==> src/rtl/status_input_ctrl.sv <==
// Button front end for the LED status block: synchronises and debounces the three
// active-low keys, then turns press edges into start/pause pulses and a step request.
module status_input_ctrl #(
  parameter int SYNC_STAGES = 2,
  parameter int DEB_CYCLES  = 500000,
  parameter int TICK_DIV    = 25000000
) (
  input  logic       clk,
  input  logic       reset,
  input  logic [2:0] key_n,
  input  logic       auto_en,
  output logic       step_n,
  output logic       start,
  output logic       pause,
  output logic       running,
  output logic [2:0] key_db
);

  localparam int DW = $clog2(DEB_CYCLES) + 1;
  localparam int TW = $clog2(TICK_DIV);
  localparam logic [DW-1:0] DEB_MAX  = DW'(DEB_CYCLES - 1);
  localparam logic [TW-1:0] TICK_MAX = TW'(TICK_DIV - 1);

  typedef enum logic [1:0] {IDLE, RUN, HOLD} state_t;

  state_t                 state;
  state_t                 state_next;
  logic [SYNC_STAGES-1:0] sync_q [3];
  logic [2:0]             key_sync;
  logic [DW-1:0]          deb_cnt [3];
  logic [2:0]             key_db_d;
  logic [2:0]             press_q;
  logic [TW-1:0]          tick_cnt;
  logic                   start_next;
  logic                   pause_next;
  logic                   step_req;

  always_comb begin
    key_sync = '0;
    for (int i = 0; i < 3; i++) begin
      key_sync[i] = ~sync_q[i][SYNC_STAGES-1];
    end
  end

  // Synchronisers idle at 1 so a key held through reset must be re-debounced.
  always_ff @(posedge clk or posedge reset) begin
    if (reset) begin
      for (int i = 0; i < 3; i++) begin
        sync_q[i]  <= '1;
        deb_cnt[i] <= '0;
      end
      key_db   <= '0;
      key_db_d <= '0;
      press_q  <= '0;
    end else begin
      for (int i = 0; i < 3; i++) begin
        sync_q[i] <= {sync_q[i][SYNC_STAGES-2:0], key_n[i]};
        if (key_sync[i] == key_db[i]) begin
          deb_cnt[i] <= '0;
        end else if (deb_cnt[i] == DEB_MAX) begin
          deb_cnt[i] <= '0;
          key_db[i]  <= key_sync[i];
        end else begin
          deb_cnt[i] <= deb_cnt[i] + DW'(1);
        end
      end
      key_db_d <= key_db;
      press_q  <= key_db & ~key_db_d;
    end
  end

  always_ff @(posedge clk or posedge reset) begin
    if (reset) begin
      state <= IDLE;
    end else begin
      state <= state_next;
    end
  end

  // Start has priority, so a simultaneous pause press is dropped entirely.
  always_comb begin
    state_next = state;
    start_next = 1'b0;
    pause_next = 1'b0;
    if (press_q[0]) begin
      start_next = 1'b1;
      state_next = RUN;
    end else if (press_q[1] && state == RUN) begin
      pause_next = 1'b1;
      state_next = HOLD;
    end
  end

  always_comb begin
    step_req = 1'b0;
    if (auto_en) begin
      step_req = (state == RUN) && (tick_cnt == TICK_MAX);
    end else begin
      step_req = (state != IDLE) && press_q[2];
    end
  end

  // Prescaler freezes in HOLD so the step phase survives a pause/resume.
  always_ff @(posedge clk or posedge reset) begin
    if (reset) begin
      tick_cnt <= '0;
      step_n   <= 1'b1;
      start    <= 1'b0;
      pause    <= 1'b0;
    end else begin
      start  <= start_next;
      pause  <= pause_next;
      step_n <= ~(step_req && step_n);
      if (!auto_en || state == IDLE) begin
        tick_cnt <= '0;
      end else if (state == RUN) begin
        tick_cnt <= (tick_cnt == TICK_MAX) ? '0 : tick_cnt + TW'(1);
      end
    end
  end

  assign running = (state == RUN);

endmodule

==> config.mk <==
export PLATFORM = sky130hd
export DESIGN_NAME = status_input_ctrl
export DESIGN_NICKNAME = d
export VERILOG_FILES = /design/src/rtl/status_input_ctrl.sv
export SDC_FILE = /design/constraint.sdc
export NUM_CORES = 1
export LEC_CHECK = 0
export CORE_MARGIN = 2
export CORE_UTILIZATION = 40
export DETAILED_ROUTE_END_ITERATION = 12
export SETUP_SLACK_MARGIN = 0.02
export SYNTH_ARGS = -nofsm -noshare
export SYNTH_HDL_FRONTEND = slang
export SYNTH_SLANG_ARGS = --single-unit
==> constraint.sdc <==
create_clock -name clk -period 3.4 [get_ports clk]
set_input_delay 0.85 -clock clk [delete_from_list [all_inputs] [get_ports clk]]
set_output_delay 0.85 -clock clk [all_outputs]
set_load 0.03 [all_outputs]
==> impl_metrics.tcl, run 1 <==
set metrics [dict create \
    status "completed" \
    synth_area_leaders "dfrtp_1 49%, xor2_1 8.8%, nor2_1 7.5%" \
    syn-num-nets 508 \
    antenna_found_initial 0 \
    drt_wl_total_mm 9.32 \
    synth_top_family_by_area "simple AND/OR/NAND/NOR gates" \
    num_vias 3458 \
    tritoncts "built" \
    rows 40 \
    grt_max_degree 91 \
    peakVddDrop_mv 0.343 \
    ant_nets 0 \
    nets 518 \
    ys_ff_latch 105 \
    area_delta_synth_final_pct 11.7 \
    gp_congestion 0.812 \
    gr-total-overflow 0 \
    arrival_ps 2070 \
    finalCriticalPeriod_ps 2920 \
    wl_per_cell_um 13.7 \
    synth_top_cell_area_share 0.493 \
    synthSimpleGateAreaFrac 0.270 \
    holdBufCountCts 0 \
    post_dp_cell_area_um2 5270 \
    vias_per_cell 5.08 \
    fin_area_um2 5560 \
    ys_types 45 \
    hold_viol 0 \
    maxSlewHeadroom 0.379 \
    crit_type "reg -> out" \
    synth.area.mux_share 0.0101 \
    synth_edf_count 0 \
    yosys.area_share.xor_xnor 0.125 \
    diodes 0 \
    die_y_um 116 \
    fin_tns_setup_ps 0 \
    fmax_mhz 343 \
    slew_violations 0 \
    cts_sinks 105 \
    die_area_um2 13300 \
    io_pins 13 \
    dp_hpwl_mm 6.26 \
    start_kind "flip-flop" \
    numCtsBuffers 9 \
    netlist_area_um2 4970 \
    drt_iter0_drc 166 \
    fin_crit_sh 0.859 \
    die_x_um 116 \
    avgSynthCellArea_um2 9.99 \
    finClkSkew_ps 6.57 \
    crit_path_end_kind "primary output" \
    grt_pass1_wl_mm 16.5 \
    insertion_delay_ps 350 \
    mostFrequentLayoutCells "99 x nor2_1, 98 x dfrtp_1, 50 x xor2_1" \
    grt_pass1_vias 3482 \
    synth_top_cell_by_area "dfrtp_1" \
    syn_inst 498 \
    final_common_cell "nor2_1" \
    cts_max_path_buffers 2 \
    worst_pin_slew_ps 924 \
    min_path_type "reg -> reg" \
    htreeDepth 3 \
    p_leak_nw 2.33 \
    synth-main-ff-cell "dfrtp_1" \
    synth_compound_area_frac 0.0325 \
    grt_usage 0.155 \
    yosysWarnings 0 \
    cts_root_buf "clkbuf_16" \
    cts_resized 0 \
    post_cts_buffers 0 \
    cts.clk_slew.worst_paths_ps 70 \
    design.core.area_um2 12100 \
    synth.yosys.seq_area_share 0.530 \
    portBuffers 12 \
    powerDensity_nw_per_um2 422 \
    path_max_fanout 14 \
    synthAdderAreaFrac 0.0101 \
    final-setup-viol-count 0 \
    start_util 0.412 \
    drc 0 \
    firstDrtPassIters 4 \
    async_flop_share 1.00 \
    rsz0062_at_grt "false" \
    drv_cap 0 \
    cp.required_ps 2550 \
    drive_gt1_frac 0.0721 \
    whs_ps 357 \
]
where the power goes:
part | total, mW | switching [mW] | internal (mW)
clock | 1.00 | 0.475 | 0.530
combinational | 0.0645 | 0.0460 | 0.0185
sequential | 1.27 | 0.0114 | 1.26
worst paths after layout:
| check | start | endpoint | slack, ps | depth (start not counted) |
|---|---|---|---|---|
| hold / removal | sync_q[4] | sync_q[5] | 360 | 0 |
| setup reg to reg | state[1] | tick_cnt[19] | 1150 | 5 |
| setup / recovery | state[1] | running | 480 | 3 |
| min in group asynchronous | reset | deb_cnt[41] | 820 | 2 |
| max in group asynchronous | reset | step_n | 1820 | 3 |
| hold reg to reg | sync_q[4] | sync_q[5] | 360 | 0 |
logic make-up (layout without fill, tap and decap cells):
family | Yosys count | count (layout)
AOI/OAI and AO/OA | 25 | 25
xor gates and xnor gates | 71 | 71
adders and majority gates | 4 | 4
buffers and inverters | 28 | 43
DFF | 105 | 105
muxes | 5 | 5
and+or+nand+nor | 260 | 260
worst max-delay path: stages, from the launching register on:
cell and delay (ps):
dfrtp_1 530, nand2b_1 270, inv_1 200, clkdlybuf4s50_1 710
cell usage after synthesis, types with 3 or more instances:
cell      instances
nand2_1          36
or3_1             4
nand4_1          25
a31oi_1           4
mux2i_1           5
a21oi_1           7
inv_1            14
nor3_1            6
and4_1            8
nand3_1          34
dfstp_2           7
or2_2             3
xnor2_1          21
nor4_1            9
buf_2             6
and3_1           12
dfrtp_1          98
and2_1            5
o21ai_0           4
clkbuf_1          8
xor2_1           50
ha_1              4
nor2_1           99
registers in the layout, summed over array words and instances (netlist names):
name / cells
start: 1
step_n: 1
key_db_d: 3
press_q: 3
key_db: 3
tick_cnt: 25
pause: 1
deb_cnt: 60
state: 2
sync_q: 6
cell type report:
class                           count  area [um2]
Timing Repair Buffer               13         140
Fill cell                        1151        6500
Sequential cell                   105        2640
Clock buffer                       11         243
Inverter                           14        56.3
Multi-Input combinational cell    365        2220
Clock inverter                      5        46.3
Tap cell                          168         210
routing by layer:
metal	global-route usage	up-vias	share of wire
met5	0	-	0
met4	0.0570	0	0.0076
met3	0.0366	4	0.026
met2	0.240	36	0.47
met1	0.212	1700	0.49
li1	-	1718	-
stage by stage:
stage / utilization / total power, mW / cells / setup slack (ps)
after floorplan: - / 1.34 / 498 / 1300
after global placement: 0.437 / 1.36 / 665 / 863
after detailed placement: 0.437 / 1.37 / 665 / 767
after CTS: 0.461 / 2.39 / 681 / 443
after global routing: 0.461 / 2.44 / 681 / 357
final: 0.461 / 2.34 / 681 / 481
Note: power is estimated with default switching activity, not from simulation.
==> inputs of run 2 (changes only) <==
--- a/config.mk
+++ b/config.mk
@@ -5,9 +5,11 @@
 export SDC_FILE = /design/constraint.sdc
 export NUM_CORES = 1
 export LEC_CHECK = 0
+export CORE_ASPECT_RATIO = 2
 export CORE_MARGIN = 2
 export CORE_UTILIZATION = 40
 export DETAILED_ROUTE_END_ITERATION = 12
+export MAX_ROUTING_LAYER = met4
 export SETUP_SLACK_MARGIN = 0.02
 export SYNTH_ARGS = -nofsm -noshare
 export SYNTH_HDL_FRONTEND = slang
==> run 2 against run 1 <==
  * Worst hold slack got worse by 0.86 ps
  * Critical path type unchanged
  * Sequential cell count unchanged
  * Global-route usage increased by 0.069 points
  * Sequential share of layout area rose by 0.39 points
  * Design area shrank 0.81%
  * Largest power group unchanged
  * Critical endpoint unchanged
==> impl_metrics.tcl, run 2 (synthesis results as in run 1) <==
set metrics [dict create \
    pwr-share-clk 0.421 \
    die_area_um2 13400 \
    vias_per_cell 5.35 \
    finClkSkew_ps 7.98 \
    nets 519 \
    largest_reg_flops 60 \
    largest_register "deb_cnt" \
    gr-total-overflow 0 \
    die_y_um 162 \
    cts_resized 0 \
    p_sw_mw 0.512 \
    powerDensity_nw_per_um2 419 \
    start_util 0.410 \
    numCtsBuffers 9 \
    worst_pin_slew_ps 960 \
    die_x_um 82.8 \
    firstDrtPassIters 4 \
    drt_wl_total_mm 9.46 \
    final_common_cell "nor2_1" \
    fin_crit_sh 0.866 \
    drt_iter0_drc 194 \
    power_frac_seq 0.552 \
    gp_congestion 0.863 \
    path_max_fanout 14 \
    post-place-cells 645 \
    largestRegisters "deb_cnt x60, tick_cnt x25, sync_q x6" \
    p_comb_frac 0.027 \
    hold_viol 0 \
    min_path_type "reg -> reg" \
    slowest_stage "clkdlybuf4s50_1" \
    portBuffers 12 \
    arrival_ps 2100 \
    fin_tns_setup_ps 0 \
    holdBufCountCts 0 \
    finalCriticalPeriod_ps 2950 \
    slew_violations 0 \
    io_pins 13 \
    p_leak_nw 2.32 \
    tritoncts "built" \
    grt_usage 0.155 \
    power_mw 2.31 \
    cts.clk_slew.worst_paths_ps 60 \
    p_int_mw 1.80 \
    htreeDepth 3 \
    status "completed" \
    drc 0 \
    mostFrequentLayoutCells "99 x nor2_1, 98 x dfrtp_1, 50 x xor2_1" \
    peakVddDrop_mv 0.268 \
    area_delta_synth_final_pct 10.8 \
    design.core.area_um2 12100 \
    antenna_found_initial 0 \
    slowest_delay_ps 710 \
    num_vias 3539 \
    dp_hpwl_mm 6.69 \
    finalNonFillerCells 661 \
    crit_type "reg -> out" \
    cts_root_buf "clkbuf_16" \
    path_buf_inv 2 \
    cts_max_path_buffers 2 \
    wl_per_cell_um 14.3 \
    switching_share 0.222 \
    insertion_delay_ps 350 \
    grt_pass1_vias 3703 \
    fmax_mhz 340 \
    start_kind "flip-flop" \
    cts_sinks 105 \
    cpLargestDelayFamily "buffers and inverters" \
    critical_path.cell_chain "nand2b_1 -> inv_1 -> clkdlybuf4s50_1" \
    rows 57 \
    post_cts_buffers 0 \
    crit_path_end_kind "primary output" \
    grt_max_degree 63 \
    drv_cap 0 \
    final-setup-viol-count 0 \
    maxSlewHeadroom 0.359 \
    grt_pass1_wl_mm 16.7 \
    ant_nets 0 \
    diodes 0 \
    cp.required_ps 2550 \
    rsz0062_at_grt "false" \
    drive_gt1_frac 0.0720 \
]
run 2: final timing paths:
path	from	to	slack, ps	cells after the start
hold / removal	sync_q[2]	sync_q[3]	360	0
max in group asynchronous	reset	deb_cnt[37]	1810	3
hold reg to reg	sync_q[2]	sync_q[3]	360	0
setup / recovery	state[1]	running	450	3
setup reg to reg	state[1]	tick_cnt[14]	1060	5
min in group asynchronous	reset	tick_cnt[22]	1010	3
run 2: final cells by class:
| class | instances | area (um2) |
|---|---|---|
| fill | 1170 | 6610 |
| sequential | 105 | 2640 |
| multi-input combinational | 365 | 2220 |
| clock buffer | 12 | 246 |
| tap | 147 | 184 |
| timing repair buffer | 14 | 135 |
| inverter | 14 | 56.3 |
| clock inverter | 4 | 28.8 |
run 2: worst reg2reg max path: stages (launching register included):
cell,delay [ps]
dfrtp_1,530
nand2b_1,300
inv_1,210
nand3_1,200
o21bai_1,810
nor2_1,130
run 2: through the flow:
| step | instance area (um2) | util | hold WS (ps) | worst slack, ps |
|---|---|---|---|---|
| 2_1_floorplan | 4980 | - | 345 | 1300 |
| 5_1_grt | 5510 | 0.455 | 358 | 369 |
| 3_5_place_dp | 5240 | 0.432 | 347 | 791 |
| 4_1_cts | 5510 | 0.455 | 356 | 451 |
| 6_report | 5510 | 0.455 | 356 | 455 |
| 3_3_place_gp | 5240 | 0.432 | 346 | 853 |
run 2: routing by layer:
layer	vias to the layer above	part of all wire	GRT usage
li1	1718	-	-
met1	1755	0.42	0.172
met2	43	0.53	0.271
met3	23	0.022	0.0259
met4	0	0.029	0.0745
met5	-	0	-
run 2: power groups by stage:
stage	combinational (mW)	sequential [mW]	clock, mW
after floorplan	0.0472	1.30	0
after detailed placement	0.0668	1.30	0
final	0.0632	1.28	0.972
after global routing	0.0762	1.28	1.05
after CTS	0.0667	1.28	0.997
after global placement	0.0648	1.30	0
